## src/rtl/serial_addsub_ctrl.sv

```systemverilog
// Bit-serial add/subtract sequencer: steps an external 1-bit full-adder cell
// LSB-first over WIDTH cycles and reports result plus Y86-64 ZF/SF/OF.
module serial_addsub_ctrl #(
    parameter int unsigned WIDTH = 64,
    parameter int unsigned CNT_W = 7
) (
    input  logic             clk,
    input  logic             rst_n,
    input  logic             start,
    input  logic             sub,
    input  logic [WIDTH-1:0] a,
    input  logic [WIDTH-1:0] b,
    output logic             fa_a,
    output logic             fa_b,
    output logic             fa_cin,
    input  logic             fa_sum,
    input  logic             fa_cout,
    output logic             busy,
    output logic             done,
    output logic [WIDTH-1:0] result,
    output logic             zf,
    output logic             sf,
    output logic             of
);

    typedef enum logic [1:0] {
        S_IDLE = 2'd0,
        S_RUN  = 2'd1,
        S_DONE = 2'd2
    } state_e;

    localparam logic [CNT_W-1:0] LAST_IDX = CNT_W'(WIDTH - 1);

    state_e           state_q, state_d;
    logic [WIDTH-1:0] a_sh_q, a_sh_d;
    logic [WIDTH-1:0] b_sh_q, b_sh_d;
    logic [WIDTH-1:0] result_q, result_d;
    logic [CNT_W-1:0] idx_q, idx_d;
    logic             carry_q, carry_d;
    logic             busy_q, busy_d;
    logic             done_q, done_d;
    logic             zf_q, zf_d;
    logic             sf_q, sf_d;
    logic             of_q, of_d;

    // Full-adder cell is only driven while a bit is being processed.
    assign fa_a   = (state_q == S_RUN) ? a_sh_q[0] : 1'b0;
    assign fa_b   = (state_q == S_RUN) ? b_sh_q[0] : 1'b0;
    assign fa_cin = (state_q == S_RUN) ? carry_q   : 1'b0;

    assign busy   = busy_q;
    assign done   = done_q;
    assign result = result_q;
    assign zf     = zf_q;
    assign sf     = sf_q;
    assign of     = of_q;

    always_comb begin
        state_d  = state_q;
        a_sh_d   = a_sh_q;
        b_sh_d   = b_sh_q;
        result_d = result_q;
        idx_d    = idx_q;
        carry_d  = carry_q;
        busy_d   = busy_q;
        done_d   = 1'b0;
        zf_d     = zf_q;
        sf_d     = sf_q;
        of_d     = of_q;

        unique case (state_q)
            S_IDLE: begin
                if (start) begin
                    a_sh_d   = a;
                    b_sh_d   = sub ? ~b : b;
                    carry_d  = sub;
                    idx_d    = '0;
                    result_d = '0;
                    busy_d   = 1'b1;
                    state_d  = S_RUN;
                end
            end
            S_RUN: begin
                result_d = {fa_sum, result_q[WIDTH-1:1]};
                a_sh_d   = a_sh_q >> 1;
                b_sh_d   = b_sh_q >> 1;
                carry_d  = fa_cout;
                idx_d    = idx_q + CNT_W'(1);
                if (idx_q == LAST_IDX) begin
                    // carry_q is the carry into the MSB, fa_cout the carry out of it
                    zf_d    = (result_d == '0);
                    sf_d    = fa_sum;
                    of_d    = carry_q ^ fa_cout;
                    done_d  = 1'b1;
                    state_d = S_DONE;
                end
            end
            S_DONE: begin
                busy_d  = 1'b0;
                state_d = S_IDLE;
            end
            default: begin
                busy_d  = 1'b0;
                state_d = S_IDLE;
            end
        endcase
    end

    always_ff @(posedge clk or negedge rst_n) begin
        if (!rst_n) begin
            state_q  <= S_IDLE;
            a_sh_q   <= '0;
            b_sh_q   <= '0;
            result_q <= '0;
            idx_q    <= '0;
            carry_q  <= 1'b0;
            busy_q   <= 1'b0;
            done_q   <= 1'b0;
            zf_q     <= 1'b0;
            sf_q     <= 1'b0;
            of_q     <= 1'b0;
        end else begin
            state_q  <= state_d;
            a_sh_q   <= a_sh_d;
            b_sh_q   <= b_sh_d;
            result_q <= result_d;
            idx_q    <= idx_d;
            carry_q  <= carry_d;
            busy_q   <= busy_d;
            done_q   <= done_d;
            zf_q     <= zf_d;
            sf_q     <= sf_d;
            of_q     <= of_d;
        end
    end

endmodule

```

## config.mk

```make
export PLATFORM = sky130hd
export DESIGN_NAME = serial_addsub_ctrl
export DESIGN_NICKNAME = d
export VERILOG_FILES = /design/src/rtl/serial_addsub_ctrl.sv
export SDC_FILE = /design/constraint.sdc
export NUM_CORES = 1
export LEC_CHECK = 0
export BUFFER_PORTS_ARGS = -buffer_cell sky130_fd_sc_hd__clkbuf_2
export CORE_UTILIZATION = 53
export CTS_CLUSTER_DIAMETER = 60
export CTS_CLUSTER_SIZE = 25
export DETAILED_ROUTE_END_ITERATION = 7
export PLACE_DENSITY = 0.86
export SETUP_SLACK_MARGIN = 0.05
export SYNTH_ARGS = -nofsm -noshare
export SYNTH_HDL_FRONTEND = slang
export SYNTH_SLANG_ARGS = --single-unit
```

## constraint.sdc

```tcl
create_clock -name clk -period 2.45 [get_ports clk]
set_input_delay 0.3675 -clock clk [delete_from_list [all_inputs] [get_ports clk]]
set_output_delay 0.3675 -clock clk [all_outputs]
set_load 0.03 [all_outputs]
```

==> summary.txt <==
Final layout
  – Nets: roughly 1200
  – Final Util: ~64%
  – Layout area overhead: 17.7%
  – Fin area: 0.0111 mm²
  – Most common cell after layout, fill and taps aside: dfrtp_1
  – Most frequent cells in the layout: dfrtp_1 (207), clkbuf_2 (203), o22ai_1 (133), a21oi_1 (129)
  – Antenna diode count: 0
  – Layout cells sized above 1: approximately a quarter

Setup path
  – Req. time, crit path: 2.08 ns
  – Worst Setup Start Kind: register
  – Family with the most delay on the worst path: simple AND/OR/NAND/NOR gates
  – FF-to-FF setup slack: about 0.57 ns
  – Critical path arrival: around 1.7 ns
  – Reg-to-Reg Start: state_q[1]
  – CP bufs+invs: 2
  – Critical Path Source: state_q[0]
  – Cell Chain, Critical Path: buf_4 > nor2b_4 > and2_1 > clkbuf_2
  – Slowest stage cell, crit path: dfrtp_1
  – Largest fanout on the critical path: 8
  – Critical Path Sink Type: output pin
  – CP max stage delay: roughly 0.37 ns
  – Setup Crit Path Kind: register to output pin

Yosys
  – Xor and xnor area share after synthesis: slightly above 6%
  – Complex-gate fraction of the synthesized area: 25.8%
  – Top post-synthesis cells by area: dfrtp_1 (55%), o22ai_1 (8.9%), a21oi_1 (6.9%)
  – Post-synth top flop: dfrtp_1
  – Post-synth EDFFs: 0
  – Largest family of logic cells by synthesized area: compound AO/OA/AOI/OAI gates
  – Syn Nets: between 1000 and 1500
  – Cell variety after synth: 32
  – Simple-Gate Fraction of Synth Area: 7.92%
  – Seq/Total Area, Yosys: between 50% and 60%
  – Post-synthesis register bit count: just over 200
  – Post-synthesis adder-cell area fraction: 0.133%
  – Post-synth top area share: between 50% and 60%
  – Ys async rst share: 100%
  – Cells after synthesis: ~940
  – Cell taking the most area after synthesis: dfrtp_1
  – Multiplexer share of the synthesized area: less than 1%
  – Synthesis Warnings: 0
  – Synthesized area per cell: approximately 10 µm²
  – Synthesized area: 0.00939 mm²

Hold path
  – Hold Crit Start: a[36]
  – Worst Hold Class: input port to register

Power and ir drop
  – Int Power: 7.67 mW
  – Max VDD drop: between 900 and 1000 µV
  – Flop pwr share: around 48%
  – Sw frac: a little under two fifths
  – Combinational power share: 32.3%
  – Clock power share: between 20% and 30%
  – Switching pwr: 4.68 mW
  – Total design power: 12.4 mW
  – Leak pwr: 4.97 nW
  – Pwr dens: between 1000 and 1500 mW/mm²

Detailed routing
  – Routed via count: 7997
  – Vias/cell: 6.00
  – Drc violations: 0
  – Post-DR wirelength/cell: roughly 17 µm
  – Detail Route Antenna Nets: 0
  – Post-Route WL: ~23000 µm
  – Drt initial violations: ~530
  – First-pass DRT Iterations: 5

Clocking
  – CTS tree: built
  – Clock transition at path regs: 0.09 ns
  – Htree depth: 1
  – Clk sinks: between 200 and 250
  – Clk_lat worst skew: between 0.4 and 0.5 ns
  – CTS resizes: 0
  – Num CTS Buffers: 14
  – Deepest clock path buffer count: 3
  – CTS root buffer: clkbuf_16

STA
  – Setup Skew: about 0.012 ns
  – Fmax: 483 MHz
  – Slew headroom: between 30 and 40%
  – Worst-Margin Slew: 0.939 ns
  – Endpoints failing setup: 0
  – Final min period: ~2.1 ns
  – Tcrit/Tclk final: between 80% and 90%
  – Final slew viol count: 0
  – Endpoints failing hold: 0
  – Total Neg Setup Slack: 0 ns
  – Post-Route Hold Slack: ~0.18 ns
  – RSZ-0062 raised after global routing: false

Floorplanning
  – Initial core utilization: a little over half
  – Core area: approximately 0.017 mm²
  – Die area: 0.0183 mm²
  – Cell Rows: 48
  – Die width: ~140 µm
  – Die H: approximately 140 µm
  – Io pins: approximately 210

Global route
  – Largest net degree at the start of global routing: between 90 and 100
  – First-pass GRT wire length: ~37000 µm
  – Vias in the first global route: 7492
  – Initial antenna violation count: 0
  – Remaining global-route overflow: 0
  – Tot GR Track Use: approximately a quarter

Place
  – Area after DPL: ~0.011 mm²
  – Port bufs: slightly above 200
  – RePlAce Congestion: 0.800
  – Post-DP HPWL: approximately 15000 µm

Job
  – Maxcap violations: 0

Status
  – Status: finished clean
## worst reg2reg max path, cell delays in order (launching register included)
cell      delay (ns)
dfrtp_1         0.51
clkinv_2        0.14
buf_4           0.70
o22ai_1         0.28
a21oi_1         0.17
## Yosys cell counts, drive strengths merged, types with 2 or more instances
master,instances
a21oi,129
a22o,66
and2,3
and3,2
buf,47
clkbuf,42
dfrtp,207
inv,3
mux2,3
mux2i,2
nand2,70
nand2b,2
nand4,4
nor2,67
nor2b,4
nor3,2
nor4,17
o21ai,69
o22ai,133
xnor2,62
xor2,3
## metrics by stage
stage               instances  setup slack [ns]
CTS                      1332             0.349
detailed placement       1307             0.634
global placement         1307             0.698
floorplan                 942             0.768
global route             1332             0.287
finish                   1332             0.379
## per-layer routing
layer | share of wire (%) | vias up | global-route usage (%) | wire (µm)
li1 | - | 3762 | - | -
met1 | 43 | 3869 | 35.0 | 9730
met2 | 46 | 322 | 38.1 | 10400
met3 | 8.1 | 44 | 5.37 | 1820
met4 | 2.7 | 0 | 6.99 | 598
met5 | 0 | - | 0 | 0
## cells by family after synthesis
kind of cell | count (synthesis)
AND/OR/NAND/NOR | 172
AO/OA/AOI/OAI | 400
XOR/XNOR | 65
multiplexers | 5
buffers and inverters | 92
flip-flops | 207
adder cells (fa/ha/maj) | 1
## repair_timing
action	CTS	global route
setup buffers	0	0
hold endpoints to repair	52	0
hold buffers	1	0
## flip-flops by register name, summed over array words and instances, names as in the netlist
name / count
a_sh_q: 64
b_sh_q: 64
result: 64
idx_q: 7
state_q: 2
busy: 1
carry_q: 1
done: 1
of: 1
sf: 1
zf: 1
## power by group through the flow
stage	sequential, mW	clock, mW	combinational, mW
finish	5.88	2.49	3.99
global route	6.06	2.66	4.39
CTS	5.86	2.54	4.01
detailed placement	5.91	0	3.99
global placement	5.84	0	3.84
floorplan	6.39	0	2.19
## cell type report
type,instances,area (µm²)
Clock inverter,9,100
Tap cell,225,282
Timing Repair Buffer,230,1260
Inverter,3,13.8
Clock buffer,15,375
Fill cell,1374,6240
Multi-Input combinational cell,643,3840
Sequential cell,207,5180
## path summary, 6_finish.rpt
kind / to / cells past startpoint
worst max-delay path: fa_b / 4
worst min-delay path: a_sh_q[36] / 3
worst max register to register: a_sh_q[9] / 4
worst min register to register: idx_q[0] / 1
max in group asynchronous: result[18] / 3
min in group asynchronous: b_sh_q[11] / 2
Power figures use the tool's default switching activity.
